<file path="src/rtl/memxfer_pkg.sv">
// Constants and state encoding shared by the memory transfer path
// (controller, memory A reader and memory B writer).
package memxfer_pkg;

   localparam int MEMB_DATA_W = 8;
   localparam int MEMB_DEPTH  = 16;
   localparam int MEMB_ADDR_W = $clog2(MEMB_DEPTH);

   typedef enum logic [1:0] {
      ST_IDLE = 2'd0,
      ST_FILL = 2'd1,
      ST_DONE = 2'd2
   } xfer_state_e;

endpackage

</file>
<file path="src/rtl/memb_ram.sv">
// Memory B storage: one write port and a registered, read-first read port.
// The array itself is never reset; only the read register is.
module memb_ram #(
   parameter int DATA_W = 8,
   parameter int DEPTH  = 16,
   parameter int ADDR_W = 4
) (
   input  logic              clock,
   input  logic              reset,
   input  logic              we,
   input  logic [ADDR_W-1:0] waddr,
   input  logic [DATA_W-1:0] wdata,
   input  logic [ADDR_W-1:0] raddr,
   output logic [DATA_W-1:0] rdata
);

   logic [DATA_W-1:0] mem [DEPTH];
   logic [DATA_W-1:0] rdata_q;
   logic [DATA_W-1:0] rdata_d;

   always_ff @(posedge clock) begin
      if (we) begin
         mem[waddr] <= wdata;
      end
   end

   // Sampling the array before this edge's write lands gives read-first behaviour.
   always_comb begin
      rdata_d = mem[raddr];
   end

   always_ff @(posedge clock or posedge reset) begin
      if (reset) begin
         rdata_q <= '0;
      end else begin
         rdata_q <= rdata_d;
      end
   end

   assign rdata = rdata_q;

endmodule

</file>
<file path="src/rtl/memb_writer.sv">
// Destination-side writer: stores each qualified ALU result word at consecutive
// memory B addresses and pulses done once the requested length has been written.
module memb_writer #(
   parameter int DATA_W = memxfer_pkg::MEMB_DATA_W,
   parameter int DEPTH  = memxfer_pkg::MEMB_DEPTH,
   parameter int ADDR_W = memxfer_pkg::MEMB_ADDR_W
) (
   input  logic              clock,
   input  logic              reset,
   input  logic              start,
   input  logic [ADDR_W:0]   length,
   input  logic [DATA_W-1:0] datainB,
   input  logic              datain_valid,
   input  logic [ADDR_W-1:0] rd_addr,
   output logic [DATA_W-1:0] rd_data,
   output logic              busy,
   output logic              done,
   output logic [ADDR_W-1:0] wr_addr,
   output logic [ADDR_W:0]   wr_count,
   output logic              dropped,
   output logic [1:0]        state_dbg
);

   import memxfer_pkg::*;

   localparam logic [ADDR_W:0]   DEPTH_L = (ADDR_W+1)'(DEPTH);
   localparam logic [ADDR_W-1:0] LAST_A  = ADDR_W'(DEPTH - 1);

   xfer_state_e       state_q, state_d;
   logic [ADDR_W:0]   len_q, len_d;
   logic [ADDR_W-1:0] wr_addr_q, wr_addr_d;
   logic [ADDR_W:0]   wr_count_q, wr_count_d;
   logic              dropped_q, dropped_d;
   logic [ADDR_W:0]   len_clamped;
   logic              we;

   always_comb begin
      len_clamped = (length > DEPTH_L) ? DEPTH_L : length;
   end

   always_comb begin
      state_d    = state_q;
      len_d      = len_q;
      wr_addr_d  = wr_addr_q;
      wr_count_d = wr_count_q;
      dropped_d  = dropped_q;
      we         = 1'b0;
      case (state_q)
         ST_IDLE: begin
            if (datain_valid) begin
               dropped_d = 1'b1;
            end
            // An accepted start clears dropped even if a word is dropped this cycle.
            if (start) begin
               if (len_clamped == '0) begin
                  state_d = ST_DONE;
               end else begin
                  state_d    = ST_FILL;
                  len_d      = len_clamped;
                  wr_addr_d  = '0;
                  wr_count_d = '0;
                  dropped_d  = 1'b0;
               end
            end
         end
         ST_FILL: begin
            if (datain_valid) begin
               we         = 1'b1;
               wr_addr_d  = (wr_addr_q == LAST_A) ? '0 : wr_addr_q + 1'b1;
               wr_count_d = wr_count_q + 1'b1;
               if (wr_count_q == len_q - 1'b1) begin
                  state_d = ST_DONE;
               end
            end
         end
         ST_DONE: begin
            if (datain_valid) begin
               dropped_d = 1'b1;
            end
            state_d = ST_IDLE;
         end
         default: begin
            state_d = ST_IDLE;
         end
      endcase
   end

   always_ff @(posedge clock or posedge reset) begin
      if (reset) begin
         state_q    <= ST_IDLE;
         len_q      <= '0;
         wr_addr_q  <= '0;
         wr_count_q <= '0;
         dropped_q  <= 1'b0;
      end else begin
         state_q    <= state_d;
         len_q      <= len_d;
         wr_addr_q  <= wr_addr_d;
         wr_count_q <= wr_count_d;
         dropped_q  <= dropped_d;
      end
   end

   memb_ram #(
      .DATA_W (DATA_W),
      .DEPTH  (DEPTH),
      .ADDR_W (ADDR_W)
   ) u_ram (
      .clock (clock),
      .reset (reset),
      .we    (we),
      .waddr (wr_addr_q),
      .wdata (datainB),
      .raddr (rd_addr),
      .rdata (rd_data)
   );

   assign busy      = (state_q == ST_FILL);
   assign done      = (state_q == ST_DONE);
   assign wr_addr   = wr_addr_q;
   assign wr_count  = wr_count_q;
   assign dropped   = dropped_q;
   assign state_dbg = state_q;

endmodule

</file>
<file path="config.mk">
export PLATFORM = sky130hd
export DESIGN_NAME = memb_writer
export DESIGN_NICKNAME = d
export VERILOG_FILES = /design/src/rtl/memxfer_pkg.sv /design/src/rtl/memb_ram.sv /design/src/rtl/memb_writer.sv
export SDC_FILE = /design/constraint.sdc
export NUM_CORES = 1
export LEC_CHECK = 0
export ABC_CLOCK_PERIOD_IN_PS = 2400
export CAP_MARGIN = 20
export CORE_MARGIN = 10
export CORE_UTILIZATION = 32
export CTS_BUF_LIST = sky130_fd_sc_hd__clkbuf_4 sky130_fd_sc_hd__clkbuf_8
export DETAILED_ROUTE_END_ITERATION = 16
export PLACE_DENSITY = 0.53
export SYNTH_ARGS = -nofsm -noshare
export SYNTH_HDL_FRONTEND = slang
export SYNTH_SLANG_ARGS = --single-unit
export TNS_END_PERCENT = 100
</file>
<file path="constraint.sdc">
create_clock -name clock -period 2.4 [get_ports clock]
set_input_delay 0.48 -clock clock [delete_from_list [all_inputs] [get_ports clock]]
set_output_delay 0.48 -clock clock [all_outputs]
set_load 0.01 [all_outputs]
</file>
======== Word-level counts from Yosys, hierarchy flattened ========
Memories as Yosys holds them, arrays and structs flattened. A register that Yosys moved wholly into a read port is not among the register bits.
Index checks and enable logic that the tools add are counted.
storage, ports and cells
  memories ................................ 1
  logic and storage cells ................. 49
  flip-flop bits (word level) ............. 17
  bits in writable memories ............... 128
  output and inout bits ................... 22
  input bits .............................. 21
memory list
  name       words  width  rd ports  clocked after memory_dff  write ports  line            RTL
  u_ram.mem  16     8      1         1                         1            memb_ram.sv:17  logic [DATA_W-1:0] mem [DEPTH];
operators by class
  $add $sub $neg .......................... 3
  order comparisons ....................... 1
  reductions and logical operators ........ 7
  equal/unequal tests ..................... 8
  mux-type cells .......................... 23
  bitwise logic cells ..................... 1
operators by type and width
  kind                                                   count
  two-way mux 5 bit                                      4
  two-way mux 4 bit                                      4
  case mux 5 bit (2 select lines)                        1
  two-way mux 2 bit                                      4
  case mux 4 bit (2 select lines)                        1
  two-way mux 1 bit                                      7
  inequality test 2 bit, second input constant           3
  AND reduction 3 bit                                    2
  adder 5 x 1 -> 5 bit, second input constant            1
  == test 5 bit                                          1
  > comparator 5 bit, second input constant              1
  logical NOT 5 bit                                      1
  subtractor 5 x 1 -> 5 bit, second input constant       1
  adder 4 x 1 -> 4 bit, second input constant            1
  == test 4 bit, second input constant                   1
  case mux 2 bit (2 select lines)                        1
  AND reduction 4 bit                                    1
  nonzero test 2 bit                                     2
  == test 2 x 1 -> 1 bit, second input constant          1
  == test 2 bit, second input constant                   1
  logical NOT 2 bit                                      1
  inequality test 2 x 1 -> 1 bit, second input constant  1
  case mux 1 bit (2 select lines)                        1
  NOT 1 bit                                              1

======== Logic depth before layout (Yosys ltp) ========
  word-level depth ........................ 6
  depth in mapped cells ................... 6
  depth with buffers taken out ............ 6

======== Hierarchy ========
Synthesis repeated with hierarchy kept, for this count alone.
second synthesis, totals
  cells, all modules ...................... 329
  area total of the unflattened synthesis .. 6,158.4 um^2
by module, submodules not included
  module       area an instance (um^2)  cells an instance  seq. area each (um^2)  times used
  memb_ram     5,191.2                  230                4,043.9                1
  memb_writer  967.2                    99                 425.4                  1

======== Worst setup path after synthesis ========
Ideal clock, no wire load.
  path kind ............................... register to register
  from .................................... register state_q[1], in the netlist state_dbg[1]
  to ...................................... memory u_ram.mem[3][0], enable pin
  arrival time ............................ 1.661 ns
  required time ........................... 2.017 ns
  buffers on the path ..................... 1
  library setup time ...................... 0.383 ns
  path slack .............................. 0.356 ns
  period minus slack after synthesis ...... 2.044 ns
  stages on the path, launching flop included .. 5
  cell sequence ........................... dfrtp_1 -> clkbuf_1 -> nor2_1 -> nand2_1 -> nor3_1
on the way
  cells in the longest elaborated chain, start to end .. 4
RTL lines
  what                                     line               RTL
  start: declaration                       memb_writer.sv:29  xfer_state_e state_q, state_d;
  start signal: assignment                 memb_writer.sv:96  state_q <= state_d;
  == test 2 x 1 -> 1 bit                   memb_writer.sv:48  case (state_q)
  two-way mux 1 bit                        memb_writer.sv:48
  two-way mux 1 bit                        memb_ram.sv:22     if (we) begin
  two-way mux 1 bit (implied by the code)  memb_ram.sv:23     mem[waddr] <= wdata;
  end: declaration                         memb_ram.sv:17
No other way between the ends.

======== Worst setup path after layout ========
  from .................................... register state_q[1], in the netlist state_dbg[1]
  to ...................................... output done
on the way
  cells in the longest elaborated chain, start to end .. 1
RTL lines
  what              line                RTL
  == test 2 bit     memb_writer.sv:119  assign done = (state_q == ST_DONE);
  end: declaration  memb_writer.sv:17   output logic done,
No other way between the ends.

==> impl_summary.txt <==
----------------------------------------------------
[Outcome]
  Status ... finished clean

[Timing]
  Unrepaired setup endpoints after global routing ... false
  Clock period minus final worst setup slack ... 2.25 ns
  Final hold violations ... 0
  Highest clock frequency the design can meet ... 444 MHz
  Setup tns final ... 0 ns
  Slew at the pin closest to its max-slew limit ... 0.605 ns
  Count of final setup violators ... 0
  Hold slack ... 0.402 ns
  Post-Route Skew ... 0.0160 ns
  Final number of max-transition violations ... 0
  Max transition margin ... 0.596
  Final worst slack ... 0.147 ns
  Period utilisation layout ... 0.939

[Synth]
  Mean post-synth cell area ... 20.0 um^2
  Post-synthesis register bit count ... 153
  Gate count after technology mapping ... 312
  Number of enable-type register cells in the synthesized netlist ... 128
  Post-synthesis net count ... 339
  Proportion of register bits with asynchronous set or reset after synthesis ... 0.163
  Ys Warns ... 0
  Most used flip-flop cell after synthesis ... edfxtp_1
  Top post-synthesis cells by area ... edfxtp_1, mux4_1, dfrtp_1, mux4_2, ha_1
  Post-synthesis instance area ... 6230 um^2
  Fraction of synthesized cell area taken by the top area cell type ... 0.617
  Sequential area share after synthesis ... 0.718
  Cell taking the most area after synthesis ... edfxtp_1
  Yosys cell types ... 42

[Finish]
  Number of nets in the layout ... 415
  Leading cell types in the layout, fill and taps excluded ... edfxtp_1, clkdlybuf4s50_1, buf_4, mux4_1, dfrtp_1
  Filler cell count ... 1705
  Area grow syn2layout ... 21.2%
  Antenna diode count ... 0
  Most common cell after layout, fill and taps aside ... edfxtp_1
  Proportion of layout cells with a drive suffix above 1 ... 0.209

[Clock tree]
  Total number of clock tree sinks ... 153
  Bufs on Longest Clock Path ... 2
  Clock latency reported for the late side of the worst-skew pair ... 0.45 ns
  H-tree depth reported by CTS ... 4
  Cts bufs inserted ... 17
  TritonCTS clock tree ... built
  Clock Tree Root ... clkbuf_8
  Clock edge transition at the registers on the reported setup and hold paths ... 0.08 ns
  Buffers inserted by post-CTS timing repair ... 0

[Worst setup path]
  Required time of the critical path ... 1.92 ns
  Crit-path max FO ... 12
  CP Capture Type ... primary output
  Type of the worst setup path ... reg2out
  Cell count of the worst reg-to-reg path ... 5
  Kind of launch point of the worst setup path ... flip-flop
  CP Data Arrival Time ... 1.77 ns

[Floorplanning]
  Die width ... 159 um
  Vertical die dimension ... 159 um
  I/O pin total ... 43
  Site Rows ... 50
  Initial Util ... 0.330
  Placeable core region ... 18900 um^2
  Floorplan die area ... 25400 um^2

[Placement]
  Sum of net half-perimeters after detailed placement ... 9.27 mm
  Final RePlAce weighted congestion ... 0.781
  Port bufs ... 42
  Worst Setup Slack post-DPL ... 0.0462 ns

[Power and ir drop]
  Maximum vdd drop ... 0.316 mV
  Cell Pwr Density ... 936 nW/um^2
  Static Leak ... 2.62 nW

[Global route]
  Antenna violations before repair ... 0
  Via count of the first global-routing pass ... 3223
  Maximum number of pins on one net before global-route repair ... 33
  Tot GR Track Use ... 0.109
  Wire length of the first global-routing pass ... 20.7 mm
  Residual overflow from global routing ... 0

[Routing]
  Via density per instance ... 4.75
  Drt pass-1 iters ... 4
  Post-DRT Antenna Nets ... 0
  Post-Route WL ... 13.7 mm
  Total number of vias ... 3140
  Drt wl/cell ... 20.8 um
  Residual DRC count ... 0
  Iter 0 DRT Violations ... 292

[Run]
  Number of max-capacitance violations reported ... 0

[Min path]
  Type of the worst min-delay path ... in2async

----------------------------------------------------
==> registers in the layout, indices dropped and copies added, names as in the netlist <==
register     cells
state_dbg        2
u_ram.rdata      8
wr_count         5
u_ram.mem      128
dropped          1
wr_addr          4
len_q            5
==> what timing repair did <==
item | in CTS | in global routing
hold buffers | 0 | 0
resized for setup | 1 | 0
setup endpoints to repair | 1 | 0
==> routing by layer <==
| layer | part of all wire | GRT usage |
|---|---|---|
| met1 | 0.47 | 0.143 |
| met2 | 0.50 | 0.175 |
| met3 | 0.024 | 0.0240 |
| met4 | 0.011 | 0.0366 |
| met5 | 0 | 0 |
==> metrics by stage <==
step | cell area [um^2] | total power [mW] | instances | utilization
floorplan | 6230 | 4.45 | 312 | -
global placement | 7150 | 5.22 | 629 | 0.378
detailed placement | 7150 | 5.25 | 629 | 0.378
CTS | 7550 | 7.15 | 661 | 0.399
global route | 7550 | 7.44 | 661 | 0.399
finish | 7550 | 7.06 | 661 | 0.399
==> critical path, cell delays in order, from the launching register on <==
cell	delay, ns
dfrtp_2	0.50
inv_1	0.17
nor2_1	0.11
clkdlybuf4s50_1	0.55
==> cell families after synthesis <==
family | count (synthesis) | share of synthesized area
muxes | 47 | 0.171
DFF | 153 | 0.718
and+or+nand+nor | 50 | 0.0374
buffers and inverters | 24 | 0.0221
adders and majority gates | 6 | 0.0121
AOI/OAI and AO/OA | 26 | 0.0312
xor gates and xnor gates | 6 | 0.00844
==> final timing paths <==
| path | startpoint | to | slack, ns |
|---|---|---|---|
| worst max-delay path | state_dbg[1] | done | 0.15 |
| worst min-delay path | reset | wr_count[4] | 0.40 |
| worst max register to register | state_dbg[0] | u_ram.mem[13][2] | 0.59 |
| worst min register to register | dropped | dropped | 0.50 |
| max in group asynchronous | reset | state_dbg[1] | 1.70 |
| min in group clock | dropped | dropped | 0.50 |
==> power by group <==
group          switching, mW  internal [mW]  leakage, nW
Combinational          0.810          0.838        0.963
Sequential             0.260           3.25         1.46
Clock                   1.02          0.877        0.200
==> Yosys cell counts (5+ instances only) <==
| cell | instances |
|---|---|
| inv_1 | 9 |
| dfrtp_1 | 25 |
| mux4_2 | 16 |
| xnor2_1 | 5 |
| nor2_1 | 20 |
| mux4_1 | 24 |
| clkbuf_1 | 6 |
| nand2_1 | 9 |
| ha_1 | 6 |
| nor3_1 | 6 |
| edfxtp_1 | 128 |
==> cell type report <==
class,count,area [um^2],share of cell area
multi-input cells,135,1620,0.215
clock inverters,14,153,0.0202
clock buffers,18,241,0.0320
well taps,260,325,0.0431
inverters,9,33.8,0.00448
flip-flops and latches,153,4470,0.592
repair buffers,72,703,0.0932
No activity file was read; power rests on OpenSTA's default activity.
